[src/rtl/i2c_bus_arbiter.sv]
// Round-robin arbiter sharing one I2C SERDES step interface between two requesters.
// Grants whole transactions, closes abandoned ones with STOP, and aborts hung steps.
module i2c_bus_arbiter #(
  parameter int TIMEOUT_CYC = 200000,
  parameter int CNT_W       = 18
) (
  input  logic       clk,
  input  logic       rst_n,
  input  logic       r0_req,
  input  logic       r1_req,
  output logic       r0_gnt,
  output logic       r1_gnt,
  input  logic [1:0] r0_step,
  input  logic [1:0] r1_step,
  input  logic [7:0] r0_tx,
  input  logic [7:0] r1_tx,
  input  logic       r0_valid,
  input  logic       r1_valid,
  output logic       r0_done,
  output logic       r1_done,
  output logic [7:0] r0_rx,
  output logic [7:0] r1_rx,
  output logic       r0_err,
  output logic       r1_err,
  output logic [1:0] drv_next_step,
  output logic [7:0] drv_tx_byte,
  output logic       drv_start,
  input  logic [7:0] drv_rx_byte,
  input  logic       drv_ready,
  output logic       drv_abort
);

  // state     | meaning
  // IDLE      | no owner; arbitrate pending requests
  // OWNED     | owner holds the bus; waiting for a step strobe or release
  // WAIT      | step launched to SERDES; waiting for drv_ready, watchdog running
  // AUTO_STOP | owner released mid-transaction; STOP issued, waiting for drv_ready
  // ABORT     | watchdog expired; one-cycle SERDES abort and owner error
  typedef enum logic [2:0] {
    IDLE,
    OWNED,
    WAIT,
    AUTO_STOP,
    ABORT
  } state_t;

  localparam logic [1:0]       STEP_STOP = 2'b00;
  localparam logic [1:0]       STEP_READ = 2'b11;
  localparam logic [CNT_W-1:0] WD_LAST   = CNT_W'(TIMEOUT_CYC - 1);
  localparam logic [CNT_W-1:0] WD_ONE    = CNT_W'(1);
  localparam logic [CNT_W-1:0] WD_ZERO   = '0;

  state_t           state, state_d;
  logic             last_owner, last_owner_d;
  logic             stop_pending, stop_pending_d;
  logic [CNT_W-1:0] wd, wd_d;
  logic [1:0]       gnt_q, gnt_d;
  logic [1:0]       done_q, done_d;
  logic [1:0]       err_q, err_d;
  logic [7:0]       rx0_q, rx0_d;
  logic [7:0]       rx1_q, rx1_d;
  logic [1:0]       step_q, step_d;
  logic [7:0]       tx_q, tx_d;
  logic             start_q, start_d;
  logic             abort_q, abort_d;

  logic             own_req;
  logic             own_valid;
  logic [1:0]       own_step;
  logic [7:0]       own_tx;
  logic             wd_expired;
  logic             go_abort;

  // last_owner doubles as the current owner while the bus is held
  assign own_req    = last_owner ? r1_req   : r0_req;
  assign own_valid  = last_owner ? r1_valid : r0_valid;
  assign own_step   = last_owner ? r1_step  : r0_step;
  assign own_tx     = last_owner ? r1_tx    : r0_tx;
  assign wd_expired = (wd == WD_LAST);

  always_comb begin
    state_d        = state;
    last_owner_d   = last_owner;
    stop_pending_d = stop_pending;
    wd_d           = wd;
    gnt_d          = gnt_q;
    done_d         = 2'b00;
    err_d          = 2'b00;
    rx0_d          = rx0_q;
    rx1_d          = rx1_q;
    step_d         = step_q;
    tx_d           = tx_q;
    start_d        = 1'b0;
    abort_d        = 1'b0;
    go_abort       = 1'b0;

    case (state)
      IDLE: begin
        if (r0_req && (!r1_req || last_owner)) begin
          gnt_d        = 2'b01;
          last_owner_d = 1'b0;
          state_d      = OWNED;
        end else if (r1_req) begin
          gnt_d        = 2'b10;
          last_owner_d = 1'b1;
          state_d      = OWNED;
        end
      end

      OWNED: begin
        if (!own_req) begin
          gnt_d = 2'b00;
          if (stop_pending) begin
            step_d  = STEP_STOP;
            start_d = 1'b1;
            wd_d    = WD_ZERO;
            state_d = AUTO_STOP;
          end else begin
            state_d = IDLE;
          end
        end else if (own_valid) begin
          step_d         = own_step;
          tx_d           = own_tx;
          start_d        = 1'b1;
          stop_pending_d = (own_step != STEP_STOP);
          wd_d           = WD_ZERO;
          state_d        = WAIT;
        end
      end

      WAIT: begin
        // drv_ready takes priority over a coincident watchdog expiry
        if (drv_ready) begin
          done_d = last_owner ? 2'b10 : 2'b01;
          if (step_q == STEP_READ) begin
            if (last_owner) rx1_d = drv_rx_byte;
            else            rx0_d = drv_rx_byte;
          end
          wd_d    = WD_ZERO;
          state_d = OWNED;
        end else if (wd_expired) begin
          go_abort = 1'b1;
        end else begin
          wd_d = wd + WD_ONE;
        end
      end

      AUTO_STOP: begin
        if (drv_ready) begin
          stop_pending_d = 1'b0;
          wd_d           = WD_ZERO;
          state_d        = IDLE;
        end else if (wd_expired) begin
          go_abort = 1'b1;
        end else begin
          wd_d = wd + WD_ONE;
        end
      end

      ABORT: begin
        state_d = IDLE;
      end

      default: begin
        state_d = IDLE;
        gnt_d   = 2'b00;
      end
    endcase

    if (go_abort) begin
      state_d        = ABORT;
      abort_d        = 1'b1;
      err_d          = last_owner ? 2'b10 : 2'b01;
      gnt_d          = 2'b00;
      stop_pending_d = 1'b0;
      wd_d           = WD_ZERO;
    end
  end

  always_ff @(posedge clk or negedge rst_n) begin
    if (!rst_n) begin
      state        <= IDLE;
      last_owner   <= 1'b1;
      stop_pending <= 1'b0;
      wd           <= WD_ZERO;
      gnt_q        <= 2'b00;
      done_q       <= 2'b00;
      err_q        <= 2'b00;
      rx0_q        <= 8'h00;
      rx1_q        <= 8'h00;
      step_q       <= 2'b00;
      tx_q         <= 8'h00;
      start_q      <= 1'b0;
      abort_q      <= 1'b0;
    end else begin
      state        <= state_d;
      last_owner   <= last_owner_d;
      stop_pending <= stop_pending_d;
      wd           <= wd_d;
      gnt_q        <= gnt_d;
      done_q       <= done_d;
      err_q        <= err_d;
      rx0_q        <= rx0_d;
      rx1_q        <= rx1_d;
      step_q       <= step_d;
      tx_q         <= tx_d;
      start_q      <= start_d;
      abort_q      <= abort_d;
    end
  end

  assign r0_gnt        = gnt_q[0];
  assign r1_gnt        = gnt_q[1];
  assign r0_done       = done_q[0];
  assign r1_done       = done_q[1];
  assign r0_err        = err_q[0];
  assign r1_err        = err_q[1];
  assign r0_rx         = rx0_q;
  assign r1_rx         = rx1_q;
  assign drv_next_step = step_q;
  assign drv_tx_byte   = tx_q;
  assign drv_start     = start_q;
  assign drv_abort     = abort_q;

endmodule

[config.mk]
export PLATFORM = sky130hd
export DESIGN_NAME = i2c_bus_arbiter
export DESIGN_NICKNAME = d
export VERILOG_FILES = /design/src/rtl/i2c_bus_arbiter.sv
export SDC_FILE = /design/constraint.sdc
export NUM_CORES = 1
export LEC_CHECK = 0
export CAP_MARGIN = 0
export CORE_MARGIN = 2
export CORE_UTILIZATION = 39
export CTS_CLUSTER_DIAMETER = 40
export DETAILED_ROUTE_END_ITERATION = 8
export PLACE_DENSITY = 0.68
export SKIP_LAST_GASP = 1
export SLEW_MARGIN = 20
export SYNTH_ARGS = -nofsm -noshare
export SYNTH_HDL_FRONTEND = slang
export SYNTH_SLANG_ARGS = --single-unit
[constraint.sdc]
create_clock -name clk -period 2.25 [get_ports clk]
set_clock_uncertainty 0.05 [all_clocks]
set_input_delay 0.3375 -clock clk [delete_from_list [all_inputs] [get_ports clk]]
set_output_delay 0.3375 -clock clk [all_outputs]
set_load 0.05 [all_outputs]
==> metrics, run 1 <==
share of the synthesized area in the top cell type=around half; clock latency on the worst-skew pair=0.34 ns; Post-DP HPWL=4750 µm; fin worst setup slack=roughly 0.047 ns; ranking of synthesized cells by area=dfrtp_1 50%, mux2_2 7.3%, mux2i_1 4.7%; pre-CTS WS=-0.0886 ns; Synth Warn #=0; clk sinks=57; Max-slew headroom=between 40 and 50%; worst reg2reg startpoint=wd[15]; Layout Utilization=approximately 58%; Seq cells post-synth=57; Final setup viols=0; initial antenna violation count=0; met2 WL=~3300 µm; Clock transition at path regs=about 0.07 ns; Via density=5.15; status=completed; port bufs=68; Synth area leader=dfrtp_1; layout net count=390; Setup CP Type=reg2reg; cell count of the worst reg-to-reg path=7; Highest Signal Layer=met4; ratio of cells with drive above 1 in the final layout=a little under a fifth; grt ovf=0; Die W=a little under 90 µm; Initial Utilization=around two fifths; RSZ-0062 raised after global routing=no; Total GRT Usage=around 18%; layout overhead on the synthesized area=41.7%; Synth Cell Area=between 0.002 and 0.003 mm²; Reg2Reg Setup Slack=between 0.04 and 0.05 ns; top-count cell post-synth=dfrtp_1; largest net degree at the start of global routing=44; Max H-tree Level=3; crit share post-route=a little over nine tenths; fraction of registers with async set/reset=100%; crit start category=flop; Die Y-Extent=88.4 µm; Metal-1 WL=slightly below 3000 µm; worst slew pin tran=0.750 ns; post-route DRC violation count=0; Critical Path RT=2.43 ns; routed wire length=roughly 6600 µm; Post-synth top cells=56 x dfrtp_1, 24 x a21oi_1, 20 x nor2_1, 18 x mux2_2; WP data arrival=~2.4 ns; I/O pin count=~70; total core area=between 0.006 and 0.007 mm²; Seq/Total Area, Yosys=approximately 51%; met3 WL=between 200 and 250 µm; Antenna Cells=0; PwrDens=1160 mW/mm²; Avg Cell Area, Syn=10.6 µm²; reg-to-reg critical path endpoint=stop_pending; ys flop type=dfrtp_1; WL per Instance=14.5 µm; first-pass GRT wire length=between 10000 and 15000 µm; leakage=1.78 nW; Cells after Synth=between 200 and 300; router iterations before antenna repair=4; DR vias=approximately 2.3k; TritonCTS clock tree=built; min Tclk post-route=roughly 2.2 ns; MaxCap Viol Count=0; Initial DRC Count=between 100 and 150; routability cong.=~0.85; fillers=611; Slew Limit Fails=0; Hold Crit Class=in2async; setup_tns=0 ns; f_max=approximately 450 MHz; vias in the first global route=between 2k and 2.5k; syn nets=between 200 and 300; Bufs on Longest Clock Path=2; Post-synth EDFFs=0; row count=30; Yosys cell types=46; worst vdd ir=roughly 0.67 mV; ANT nets after route=0; Min Hold Slack=0.399 ns; Worst Path Max Fanout=5; Worst setup EP type=flop; die area=about 0.0078 mm²; CTS root buf=clkbuf_8; Final Hold Viols=0; TritonCTS buffer count=9
-- cells by family after synthesis --
| family | Yosys count | share of synthesized area [%] |
|---|---|---|
| compound gates | 70 | 15.8 |
| xor+xnor | 1 | 0.315 |
| fa+ha+maj | 1 | 0.450 |
| buf+inv | 24 | 4.32 |
| flops | 57 | 51.4 |
| mux | 31 | 12.0 |
| simple gates | 79 | 15.8 |
-- cell usage in the layout (no fill, tap or decap), types with 3 or more instances in the layout --
cell	count
clkbuf_8	9
and2_1	4
a31oi_1	13
and3_1	3
inv_1	12
clkinv_4	3
dfrtp_1	56
a22o_1	7
nand4_1	6
nor2_1	20
nor3_1	5
nand2b_1	5
nand2_1	13
o21ai_0	13
mux2i_1	13
buf_4	20
a21oi_1	24
nor4_1	3
mux2_2	18
clkdlybuf4s50_1	67
nand3_1	8
-- registers in the layout, summed over array words and instances (netlist names), 2 cells and up --
name,cells
wd,18
drv_tx_byte,8
r0_rx,8
r1_rx,8
state,3
done_q,2
drv_next_step,2
err_q,2
gnt_q,2
-- layout make-up --
cell class                 count  area (µm²)  area share, %
multi-input combinational    182        1240           31.5
inverter                      13        48.8           1.24
sequential                    57        1430           36.2
timing repair buffer          91         876           22.2
tap                           96         120           3.05
clock buffer                   9         124           3.14
clock inverter                 7         103           2.60
-- stage by stage --
step	area (µm²)	total power (W)	std cells
6_report	3940	0.00458	455
2_1_floorplan	2780	0.00281	263
3_5_place_dp	3690	0.00352	437
5_1_grt	3940	0.00483	455
4_1_cts	3920	0.00462	454
3_3_place_gp	3690	0.00348	437
-- repair_timing --
action / 4_1_cts / 5_1_grt
setup buffers: 0 / 1
hold buffers: 1 / 0
setup endpoints to repair: 0 / 7
gates resized for setup: 0 / 1
hold endpoints to repair: 14 / 0
-- metal layers --
metal,vias to the layer above,global-route usage (%)
met2,41,29.6
met5,-,0
li1,1141,-
met3,10,4.38
met1,1149,23.1
met4,0,7.30
-- worst max-delay path, stage by stage (launching register included) --
cell	delay [ns]
dfrtp_1	0.40
or4bb_1	0.56
nor4_4	0.28
buf_4	0.19
nand3b_2	0.15
clkinv_1	0.14
o32ai_1	0.08
a22o_1	0.24
-- where the power goes --
part           total (W)  internal (W)  switching [W]  leakage (nW)
logic            0.00205      0.000789        0.00126         0.918
clock network    0.00109      0.000632       0.000454         0.110
registers        0.00145       0.00127       0.000177         0.756
total            0.00458       0.00269        0.00189          1.78
-- how the worst max path moves through the flow --
| stage | endpoint | slack [ns] | from |
|---|---|---|---|
| after floorplan | gnt_q[0] | 0.27 | wd[7] |
| after global placement | wd[13] | -0.0008 | r1_req |
| after detailed placement | wd[11] | -0.09 | r1_req |
| after CTS | wd[2] | 0.05 | wd[7] |
| after global routing | stop_pending | 0.003 | wd[15] |
| final | stop_pending | 0.05 | wd[15] |
Note: power is estimated with default switching activity, not from simulation.
==> run 2, diff against run 1 <==
--- a/config.mk
+++ b/config.mk
@@ -9,8 +9,10 @@
 export CORE_MARGIN = 2
 export CORE_UTILIZATION = 39
 export CTS_CLUSTER_DIAMETER = 40
+export CTS_CLUSTER_SIZE = 14
 export DETAILED_ROUTE_END_ITERATION = 8
 export PLACE_DENSITY = 0.68
+export REMOVE_ABC_BUFFERS = 1
 export SKIP_LAST_GASP = 1
 export SLEW_MARGIN = 20
 export SYNTH_ARGS = -nofsm -noshare
==> metrics, run 2 (synthesis results as in run 1) <==
Critical Path RT=between 2 and 2.5 ns; max reg flops=18; Seq pwr share=a little under a third; worst slew pin tran=approximately 0.74 ns; Max-slew headroom=50.6%; Largest Register=wd; leakage=1.80 nW; Initial Utilization=between 40% and 50%; I/O pin count=69; RSZ-0062 raised after global routing=no; layout overhead on the synthesized area=41.8%; worst vdd ir=between 0.6 and 0.7 mV; Antenna Cells=0; Via density=about 5.2; crit share post-route=between 90% and 100%; Initial DRC Count=approximately 130; MaxCap Viol Count=0; Power Internal=0.00264 W; status=completed; Final Hold Viols=0; total core area=between 0.006 and 0.007 mm²; ANT nets after route=0; sequential cell area=~0.0014 mm²; reg-to-reg critical path endpoint=wd[3]; Max H-tree Level=3; cell count of the worst reg-to-reg path=7; crit start category=flop; Clock transition at path regs=0.06 ns; Setup CP Type=reg2reg; Final setup viols=0; Reg2Reg Setup Slack=0.06 ns; setup_tns=0 ns; Switching Share=41.4%; Post-DP HPWL=approximately 4700 µm; fillers=roughly 600; Slew Limit Fails=0; PwrDens=approximately 1100 mW/mm²; commonest cells after routing, fill and taps aside=67 x clkdlybuf4s50_1, 56 x dfrtp_1, 24 x a21oi_1; area of the multi-input gates=between 0.001 and 0.0015 mm²; ratio of cells with drive above 1 in the final layout=between 10% and 20%; Worst setup EP type=flop; Hold Path Origin=wd[16]; port bufs=slightly below 70; pre-CTS WS=-0.0659 ns; commonest non-fill, non-tap cell in the layout=clkdlybuf4s50_1; WP data arrival=around 2.4 ns; Worst Path Max Fanout=5; routed wire length=6420 µm; clock latency on the worst-skew pair=between 0.3 and 0.4 ns; f_max=between 400 and 500 MHz; Placed Cells=437; Switch Pwr=0.00186 W; WL per Instance=between 10 and 15 µm; Hold Crit Endpoint=wd[16]; clk sinks=57; Bufs on Longest Clock Path=2; initial antenna violation count=0; non-filler cells, final=458; worst reg2reg startpoint=wd[15]; layout net count=between 300 and 400; post-route DRC violation count=0; fin worst setup slack=roughly 0.059 ns; largest net degree at the start of global routing=24; Total GRT Usage=between 10% and 20%; Die W=~88 µm; CTS root buf=clkbuf_8; grt ovf=0; router iterations before antenna repair=4; die area=0.00782 mm²; Die Y-Extent=between 80 and 90 µm; row count=30; DR vias=approximately 2.4k; hold path depth=1; vias in the first global route=~2.3k; TritonCTS clock tree=built; clock network power share=between 20% and 30%; routability cong.=around 0.84; Logic pwr share=between 40% and 50%; min Tclk post-route=2.19 ns; Hold Crit Class=reg2reg; TritonCTS buffer count=9; first-pass GRT wire length=between 10000 and 15000 µm
## run 2: cell count changes in the layout (fill, tap and decap cells not counted), sizes merged
cell,before,now
clkinvlp,1,2
clkbuf,9,10
inv,13,12
bufinv,2,1
buf,23,26
## run 2: area by class of cell
class / count / area share (%)
Sequential cell: 57 / 36.2
Timing Repair Buffer: 94 / 22.5
Tap cell: 96 / 3.05
Inverter: 13 / 1.24
Multi-Input combinational cell: 182 / 31.8
Clock inverter: 6 / 1.71
Clock buffer: 10 / 3.49
## run 2: worst max-delay path by stage
stage | startpoint | to | cells after the start
after global placement | r1_req | wd[17] | 6
final | wd[15] | wd[3] | 7
after global routing | wd[15] | wd[3] | 7
after floorplan | wd[7] | wd[3] | 5
after CTS | wd[7] | wd[3] | 6
after detailed placement | r1_req | wd[15] | 6
## run 2: power by group through the flow
stage                     Sequential, W  Combinational (W)  Clock (W)
after global routing            0.00147            0.00225    0.00104
final                           0.00143            0.00209   0.000973
after CTS                       0.00143            0.00209    0.00100
after floorplan                 0.00216           0.000604          0
after detailed placement        0.00145            0.00209          0
after global placement          0.00144            0.00207          0
## run 2: layer usage
metal | track usage [%] | vias to the layer above | part of all wire (%) | routed length [µm]
met1 | 23.4 | 1165 | 46 | 2940
li1 | - | 1158 | - | -
met5 | 0 | - | 0 | 0
met3 | 3.92 | 13 | 3.9 | 253
met4 | 10.1 | 0 | 2.7 | 173
met2 | 25.7 | 50 | 48 | 3050
## run 2: repair_timing
| action | CTS | global route |
|---|---|---|
| gates resized for setup | 0 | 4 |
| hold buffers | 1 | 0 |
| hold endpoints to repair | 20 | 0 |
| buffers inserted | 0 | 3 |
| setup endpoints to repair | 0 | 1 |
## run 2: worst max-delay path, stage by stage, from the launching register on
cell     delay [ns]
dfrtp_1        0.40
or4bb_4        0.57
nor4_4         0.25
buf_4          0.18
a21oi_4        0.08
buf_6          0.17
a21o_1         0.15
a22o_1         0.22
## run 2: metrics by stage
step / utilization [%] / hold WS, ns / instance area [µm²] / power (W)
6_report: 57.7 / 0.457 / 3940 / 0.00450
5_1_grt: 57.7 / 0.476 / 3940 / 0.00475
4_1_cts: 56.9 / 0.454 / 3890 / 0.00453
3_5_place_dp: 53.8 / 0.326 / 3670 / 0.00354
3_3_place_gp: 53.8 / 0.314 / 3670 / 0.00352
2_1_floorplan: - / -0.00809 / 2710 / 0.00276
==> run 3, diff against run 2 <==
==> constraint.sdc (replaced) <==
create_clock -name clk -period 2.25 [get_ports clk]
set_clock_uncertainty 0.05 [all_clocks]
set_input_delay 0.3375 -clock clk [delete_from_list [all_inputs] [get_ports clk]]
set_output_delay 0.3375 -clock clk [all_outputs]
set_load 0.01 [all_outputs]
==> results of run 3 <==
Same layout as run 2 (identical final DEF). Status: completed.
Among the figures that moved: total power 0.00450 W -> 0.00391 W; worst IR drop on VDD 0.665 mV -> 0.494 mV
